`src/rtl/if_stage_if.sv`:
```
// Bundle of fetch-stage signals: IROM port, hazard/redirect controls and the
// IF/ID pipeline register outputs. The fetch stage takes the master side.
interface if_stage_if #(
    parameter int unsigned IROM_AW = 14
);
    logic [IROM_AW-1:0] irom_adr;
    logic [31:0]        irom_inst;
    logic               stall;
    logic               redirect;
    logic [31:0]        redirect_pc;
    logic [31:0]        if_pc;
    logic [31:0]        id_inst;
    logic [31:0]        id_pc;
    logic [31:0]        id_pc4;
    logic               id_valid;
    logic               if_halt;
    logic [31:0]        err_pc;

    modport master (
        output irom_adr,
        input  irom_inst,
        input  stall,
        input  redirect,
        input  redirect_pc,
        output if_pc,
        output id_inst,
        output id_pc,
        output id_pc4,
        output id_valid,
        output if_halt,
        output err_pc
    );

    modport slave (
        input  irom_adr,
        output irom_inst,
        output stall,
        output redirect,
        output redirect_pc,
        input  if_pc,
        input  id_inst,
        input  id_pc,
        input  id_pc4,
        input  id_valid,
        input  if_halt,
        input  err_pc
    );
endinterface

```
`src/rtl/if_stage.sv`:
```
// Instruction-fetch stage of the miniRV pipeline: PC register, IROM address,
// IF/ID pipeline register, stall/redirect handling and halt on a misaligned
// redirect target.
module if_stage #(
    parameter logic [31:0] RESET_PC = 32'h0000_0000,
    parameter int unsigned IROM_AW  = 14,
    parameter logic [31:0] NOP_INST = 32'h0000_0013
) (
    input logic       clk,
    input logic       rst,
    if_stage_if.master bus
);
    typedef enum logic {
        RUN,
        HALT
    } state_t;

    state_t      state, state_n;
    logic [31:0] pc, pc_n;
    logic [31:0] id_inst, id_inst_n;
    logic [31:0] id_pc, id_pc_n;
    logic [31:0] id_pc4, id_pc4_n;
    logic        id_valid, id_valid_n;
    logic [31:0] err_pc, err_pc_n;
    logic [31:0] pc_plus4;

    assign pc_plus4     = pc + 32'd4;
    assign bus.irom_adr = pc[IROM_AW+1:2];
    assign bus.if_pc    = pc;
    assign bus.id_inst  = id_inst;
    assign bus.id_pc    = id_pc;
    assign bus.id_pc4   = id_pc4;
    assign bus.id_valid = id_valid;
    assign bus.if_halt  = (state == HALT);
    assign bus.err_pc   = err_pc;

    // Next-state and next IF/ID contents; priority redirect > stall > advance.
    always_comb begin
        state_n    = state;
        pc_n       = pc;
        id_inst_n  = id_inst;
        id_pc_n    = id_pc;
        id_pc4_n   = id_pc4;
        id_valid_n = id_valid;
        err_pc_n   = err_pc;
        unique case (state)
            RUN: begin
                if (bus.redirect) begin
                    id_inst_n  = NOP_INST;
                    id_pc_n    = '0;
                    id_pc4_n   = '0;
                    id_valid_n = 1'b0;
                    if (bus.redirect_pc[1:0] != 2'b00) begin
                        state_n  = HALT;
                        err_pc_n = bus.redirect_pc;
                    end else begin
                        pc_n = bus.redirect_pc;
                    end
                end else if (!bus.stall) begin
                    id_inst_n  = bus.irom_inst;
                    id_pc_n    = pc;
                    id_pc4_n   = pc_plus4;
                    id_valid_n = 1'b1;
                    pc_n       = pc_plus4;
                end
            end
            HALT: begin
                id_inst_n  = NOP_INST;
                id_pc_n    = '0;
                id_pc4_n   = '0;
                id_valid_n = 1'b0;
            end
            default: begin
                state_n = RUN;
            end
        endcase
    end

    // State, PC and IF/ID registers with synchronous reset overriding all inputs.
    always_ff @(posedge clk) begin
        if (rst) begin
            state    <= RUN;
            pc       <= RESET_PC;
            id_inst  <= NOP_INST;
            id_pc    <= '0;
            id_pc4   <= '0;
            id_valid <= 1'b0;
            err_pc   <= '0;
        end else begin
            state    <= state_n;
            pc       <= pc_n;
            id_inst  <= id_inst_n;
            id_pc    <= id_pc_n;
            id_pc4   <= id_pc4_n;
            id_valid <= id_valid_n;
            err_pc   <= err_pc_n;
        end
    end
endmodule

```
`src/flat_wrapper.sv`:
```
// flat-port wrapper written by rule: the top's interface ports become plain ports
module if_stage_flat 
#(
    parameter logic [31:0] RESET_PC = 32'h0000_0000,
    parameter int unsigned IROM_AW  = 14,
    parameter logic [31:0] NOP_INST = 32'h0000_0013
)
  (clk, rst, bus_irom_adr, bus_irom_inst, bus_stall, bus_redirect, bus_redirect_pc, bus_if_pc, bus_id_inst, bus_id_pc, bus_id_pc4, bus_id_valid, bus_if_halt, bus_err_pc);
  if_stage_if #(.IROM_AW(IROM_AW)) bus_i ();
  input logic clk;
  input logic rst;
  output wire logic [$bits(bus_i.irom_adr)-1:0] bus_irom_adr;
  input wire logic [$bits(bus_i.irom_inst)-1:0] bus_irom_inst;
  input wire logic [$bits(bus_i.stall)-1:0] bus_stall;
  input wire logic [$bits(bus_i.redirect)-1:0] bus_redirect;
  input wire logic [$bits(bus_i.redirect_pc)-1:0] bus_redirect_pc;
  output wire logic [$bits(bus_i.if_pc)-1:0] bus_if_pc;
  output wire logic [$bits(bus_i.id_inst)-1:0] bus_id_inst;
  output wire logic [$bits(bus_i.id_pc)-1:0] bus_id_pc;
  output wire logic [$bits(bus_i.id_pc4)-1:0] bus_id_pc4;
  output wire logic [$bits(bus_i.id_valid)-1:0] bus_id_valid;
  output wire logic [$bits(bus_i.if_halt)-1:0] bus_if_halt;
  output wire logic [$bits(bus_i.err_pc)-1:0] bus_err_pc;
  assign bus_irom_adr = bus_i.irom_adr;
  assign bus_i.irom_inst = bus_irom_inst;
  assign bus_i.stall = bus_stall;
  assign bus_i.redirect = bus_redirect;
  assign bus_i.redirect_pc = bus_redirect_pc;
  assign bus_if_pc = bus_i.if_pc;
  assign bus_id_inst = bus_i.id_inst;
  assign bus_id_pc = bus_i.id_pc;
  assign bus_id_pc4 = bus_i.id_pc4;
  assign bus_id_valid = bus_i.id_valid;
  assign bus_if_halt = bus_i.if_halt;
  assign bus_err_pc = bus_i.err_pc;
  if_stage #(.RESET_PC(RESET_PC), .IROM_AW(IROM_AW), .NOP_INST(NOP_INST)) u_core (.clk(clk), .rst(rst), .bus(bus_i));
endmodule
```
`config.mk`:
```
export PLATFORM = sky130hd
export DESIGN_NAME = if_stage_flat
export DESIGN_NICKNAME = d
export VERILOG_FILES = /design/src/rtl/if_stage_if.sv /design/src/rtl/if_stage.sv /design/src/flat_wrapper.sv
export SDC_FILE = /design/constraint.sdc
export NUM_CORES = 1
export LEC_CHECK = 0
export BUFFER_PORTS_ARGS = -buffer_cell sky130_fd_sc_hd__buf_2
export CAP_MARGIN = 20
export CORE_MARGIN = 2
export CORE_UTILIZATION = 29
export DETAILED_ROUTE_END_ITERATION = 8
export SYNTH_ARGS = -nofsm -noshare
export SYNTH_HDL_FRONTEND = slang
export SYNTH_SLANG_ARGS = --single-unit
```
`constraint.sdc`:
```
create_clock -name clk -period 1.82 [get_ports clk]
set_input_delay 0.182 -clock clk [delete_from_list [all_inputs] [get_ports clk]]
set_output_delay 0.182 -clock clk [all_outputs]
set_load 0.03 [all_outputs]
```
==> key figures <==
Status
  – Outcome: finished, final reports clean

Clock network
  – Num CTS Buffers: 17
  – Clock transition at the registers of the reported paths: 70 ps
  – Clock latency on the worst-skew pair: around 420 ps
  – H-tree depth: 4
  – Root buffer cell: clkbuf_16
  – Clock Path Buffers: 2
  – CTS sink cnt: 160
  – CTS tree: built

Yosys
  – Post-synthesis mux area share: 0.890%
  – Ys flop type: dfxtp_1
  – Ys async rst share: 0%
  – Largest family of logic cells by synthesized area: simple AND/OR/NAND/NOR gates
  – Compound-Gate Fraction of Synth Area: around a fifth
  – Post-synthesis simple-gate area fraction: a little over a fifth
  – Seq/Total Area, Yosys: 47.5%
  – Mean post-synth cell area: around 8.4 um^2
  – Synth Area in Adders: 0.185%
  – Post-synth EDFFs: 0
  – Synthesized area: 6750 um^2
  – Yosys Warn Count: 0
  – Yosys cell types: 55
  – Post-synthesis xor/xnor area fraction: 3.51%
  – Register bit total from synthesis: 160
  – Post-Syn Nets: about 870
  – Cells after synthesis: ~800

Worst setup path
  – CP endpoint kind: register
  – Slowest-stage cell, CP: dfxtp_2
  – Worst-path fanout max: 19
  – Reg-to-Reg Start: u_core.bus.if_pc[5]$_SDFFE_PP0P_
  – CP Launch Type: register
  – Critical path cell sequence: nand4_2 -> nor3_4 -> buf_12 -> nand3_2 -> or4_1 -> a31oi_1
  – Kind of critical path: register to register
  – Arr. time, crit path: 2040 ps
  – Crit. Startpoint: u_core.bus.if_pc[5]$_SDFFE_PP0P_
  – CP required: about 2200 ps
  – CP peak stage delay: around 400 ps

Routing
  – Vias: roughly 6700
  – Routed len/inst: between 15 and 20 um
  – Final WL: 23300 um
  – Vias/cell: slightly below 5
  – DRT antenna net count: 0
  – Number of iterations in the first detailed-routing pass: 4
  – DRC viols: 0
  – Detailed Route Iter0 Violations: a little over 400

Layout
  – Register area: between 3000 and 4000 um^2
  – Multi-input gate area: between 3000 and 4000 um^2
  – Area growth syn-to-layout: 39.3%
  – Number of fill cells in the layout: 2315
  – Total Nets Final: roughly 1100
  – Final design utilization: 41.4%
  – Layout cells sized above 1: between 30% and 40%

Placed design
  – Dpl ws: 33.6 ps
  – Port buffer count: between 200 and 250
  – HPWL after DPL: between 15000 and 20000 um
  – Routability Congestion: ~0.84

Timing
  – Fin crit share: 93.2%
  – Max-slew violations: 0
  – Post-route setup slack: approximately 120 ps
  – RSZ-0062 raised after global routing: no
  – Slew headroom: between 70% and 80%
  – Worst-Margin Slew: between 400 and 500 ps
  – # setup viols final: 0
  – Hold_ws: around 18 ps
  – Tmin final: 1700 ps
  – Final hold vios: 0
  – Setup TNS: 0 ps
  – Final Skew: about 12 ps
  – Fmax: 589 MHz

Min path
  – Hold Crit Class: input pin to register
  – Worst Min Path Start: bus_irom_inst[21]

Global route
  – First-pass GRT wire length: around 36000 um
  – GRT Residual Overflow: 0
  – Aggregate global-route resource usage: roughly a fifth
  – Initial antenna violation count: 3
  – Largest net degree at the start of global routing: 53
  – Vias in the first global route: around 6400

Floorplan
  – Initial Util: between 20% and 30%
  – Chip width: around 160 um
  – Core area: 22700 um^2
  – I/O pin count: 244
  – Die Ht: 157 um
  – Row count: 55
  – Die area: 24500 um^2

Power
  – Power Total: ~8 mW
  – PwrDens: between 800 and 900 nW/um^2
  – Peak supply drop: ~0.45 mV
  – Static Leak: between 4 and 5 nW

Run
  – Max-Cap Viols: 0
[critical path, delay by kind of cell, from the launching register on]
family | cells | cell delay [ps]
compound gates | 1 | 160
flops | 1 | 400
buf+inv | 1 | 180
simple gates | 4 | 870
[per-stage QoR]
stage / cells / area [um^2]
after detailed placement: 1298 / 8470
after CTS: 1366 / 9380
after global placement: 1298 / 8470
after global routing: 1369 / 9400
after floorplan: 803 / 6860
final: 1369 / 9400
[registers in the layout (all words and copies together), names as in the netlist]
signal and flops:
u_core.bus.id_valid 1, u_core.bus.if_halt 1, u_core.bus.id_pc4 32, u_core.bus.id_pc 30, u_core.bus.if_pc 32, u_core.bus.id_inst 32
u_core.bus.err_pc 32
[where the power goes]
group / switching, mW / internal (mW) / leakage [nW]
Combinational: 0.736 / 0.393 / 2.60
Sequential: 0.0841 / 3.60 / 1.31
Clock: 1.52 / 1.88 / 0.267
Total: 2.34 / 5.88 / 4.18
[layout by cell type, fill, tap and decap left out, types with 4 or more instances in the layout]
cell type / count
nand2b_1: 8
and3_1: 11
dfxtp_4: 7
buf_2: 242
nand2_1: 115
nor2_1: 100
nand3b_1: 4
o22ai_1: 6
buf_12: 5
a31oi_1: 13
buf_4: 53
a22oi_1: 69
nor3_1: 7
dlygate4sd3_1: 36
nor2b_1: 4
a21oi_1: 56
and4_1: 6
a22o_1: 6
dfxtp_1: 142
nand4_1: 7
inv_1: 4
dfxtp_2: 11
o21ai_0: 34
nand3_1: 16
clkbuf_16: 18
xnor2_1: 12
a21o_1: 4
mux2i_1: 6
xor2_1: 15
[cell families (layout without fill, tap and decap cells)]
logic type	count (synthesis)	in the layout
adders and majority gates	1	1
xor gates and xnor gates	27	27
and+or+nand+nor	308	308
muxes	6	6
DFF	160	160
buffers and inverters	95	373
AOI/OAI and AO/OA	206	206
other	0	3
[final timing paths]
path                                         end  slack (ps)  depth (start not counted)
max            u_core.bus.if_pc[27]$_SDFFE_PP0P_         120                          6
min          u_core.bus.id_inst[21]$_SDFFE_PP0P_          20                          3
max reg2reg    u_core.bus.if_pc[27]$_SDFFE_PP0P_         120                          6
min reg2reg   u_core.bus.id_pc4[12]$_SDFFE_PP0P_         450                          2
[timing repair]
action,in CTS,in global routing
hold buffers,36,0
buffers inserted,0,0
resized for setup,0,3
setup endpoints to repair,0,5
endpoints found under the hold margin,36,0
[synthesized netlist by cell type (3+ instances only)]
master	n	area, um^2
dfxtp_1	160	3200
nand2_1	115	432
nor2_1	102	383
a22oi_1	69	518
a21oi_1	56	280
clkbuf_1	54	203
o21ai_0	34	170
buf_4	20	150
nand3_1	17	85.1
xor2_1	15	131
a31oi_1	13	81.3
buf_2	13	65.1
xnor2_1	12	105
and3_1	11	68.8
nand2b_1	8	50.1
nor3_1	8	40.0
and4_1	7	61.3
nand4_1	7	43.8
a22o_1	6	52.6
mux2i_1	6	60.1
o22ai_1	6	37.5
a21o_1	4	30.0
inv_1	4	15.0
nand3b_1	4	30.0
nor2b_1	4	25.0
a211oi_1	3	22.5
and2_1	3	18.8
nand3_2	3	30.0
nor3b_1	3	22.5
o31ai_1	3	22.5
[per-layer routing]
| layer | part of all wire, % | track usage (%) | routed length [um] |
|---|---|---|---|
| met5 | 0 | 0 | 0 |
| met4 | 1.6 | 5.64 | 374 |
| met3 | 5.5 | 4.10 | 1270 |
| met2 | 49 | 32.1 | 11500 |
| met1 | 43 | 23.5 | 10100 |
[final cells by class]
cell class,count,share of cell area (%)
Antenna cell,3,0.0799
Clock buffer,22,5.06
Clock inverter,10,0.825
Inverter,4,0.160
Multi-Input combinational cell,548,33.4
Sequential cell,160,34.5
Tap cell,285,3.79
Timing Repair Buffer,337,22.1
(Power assumes the default switching activity.)
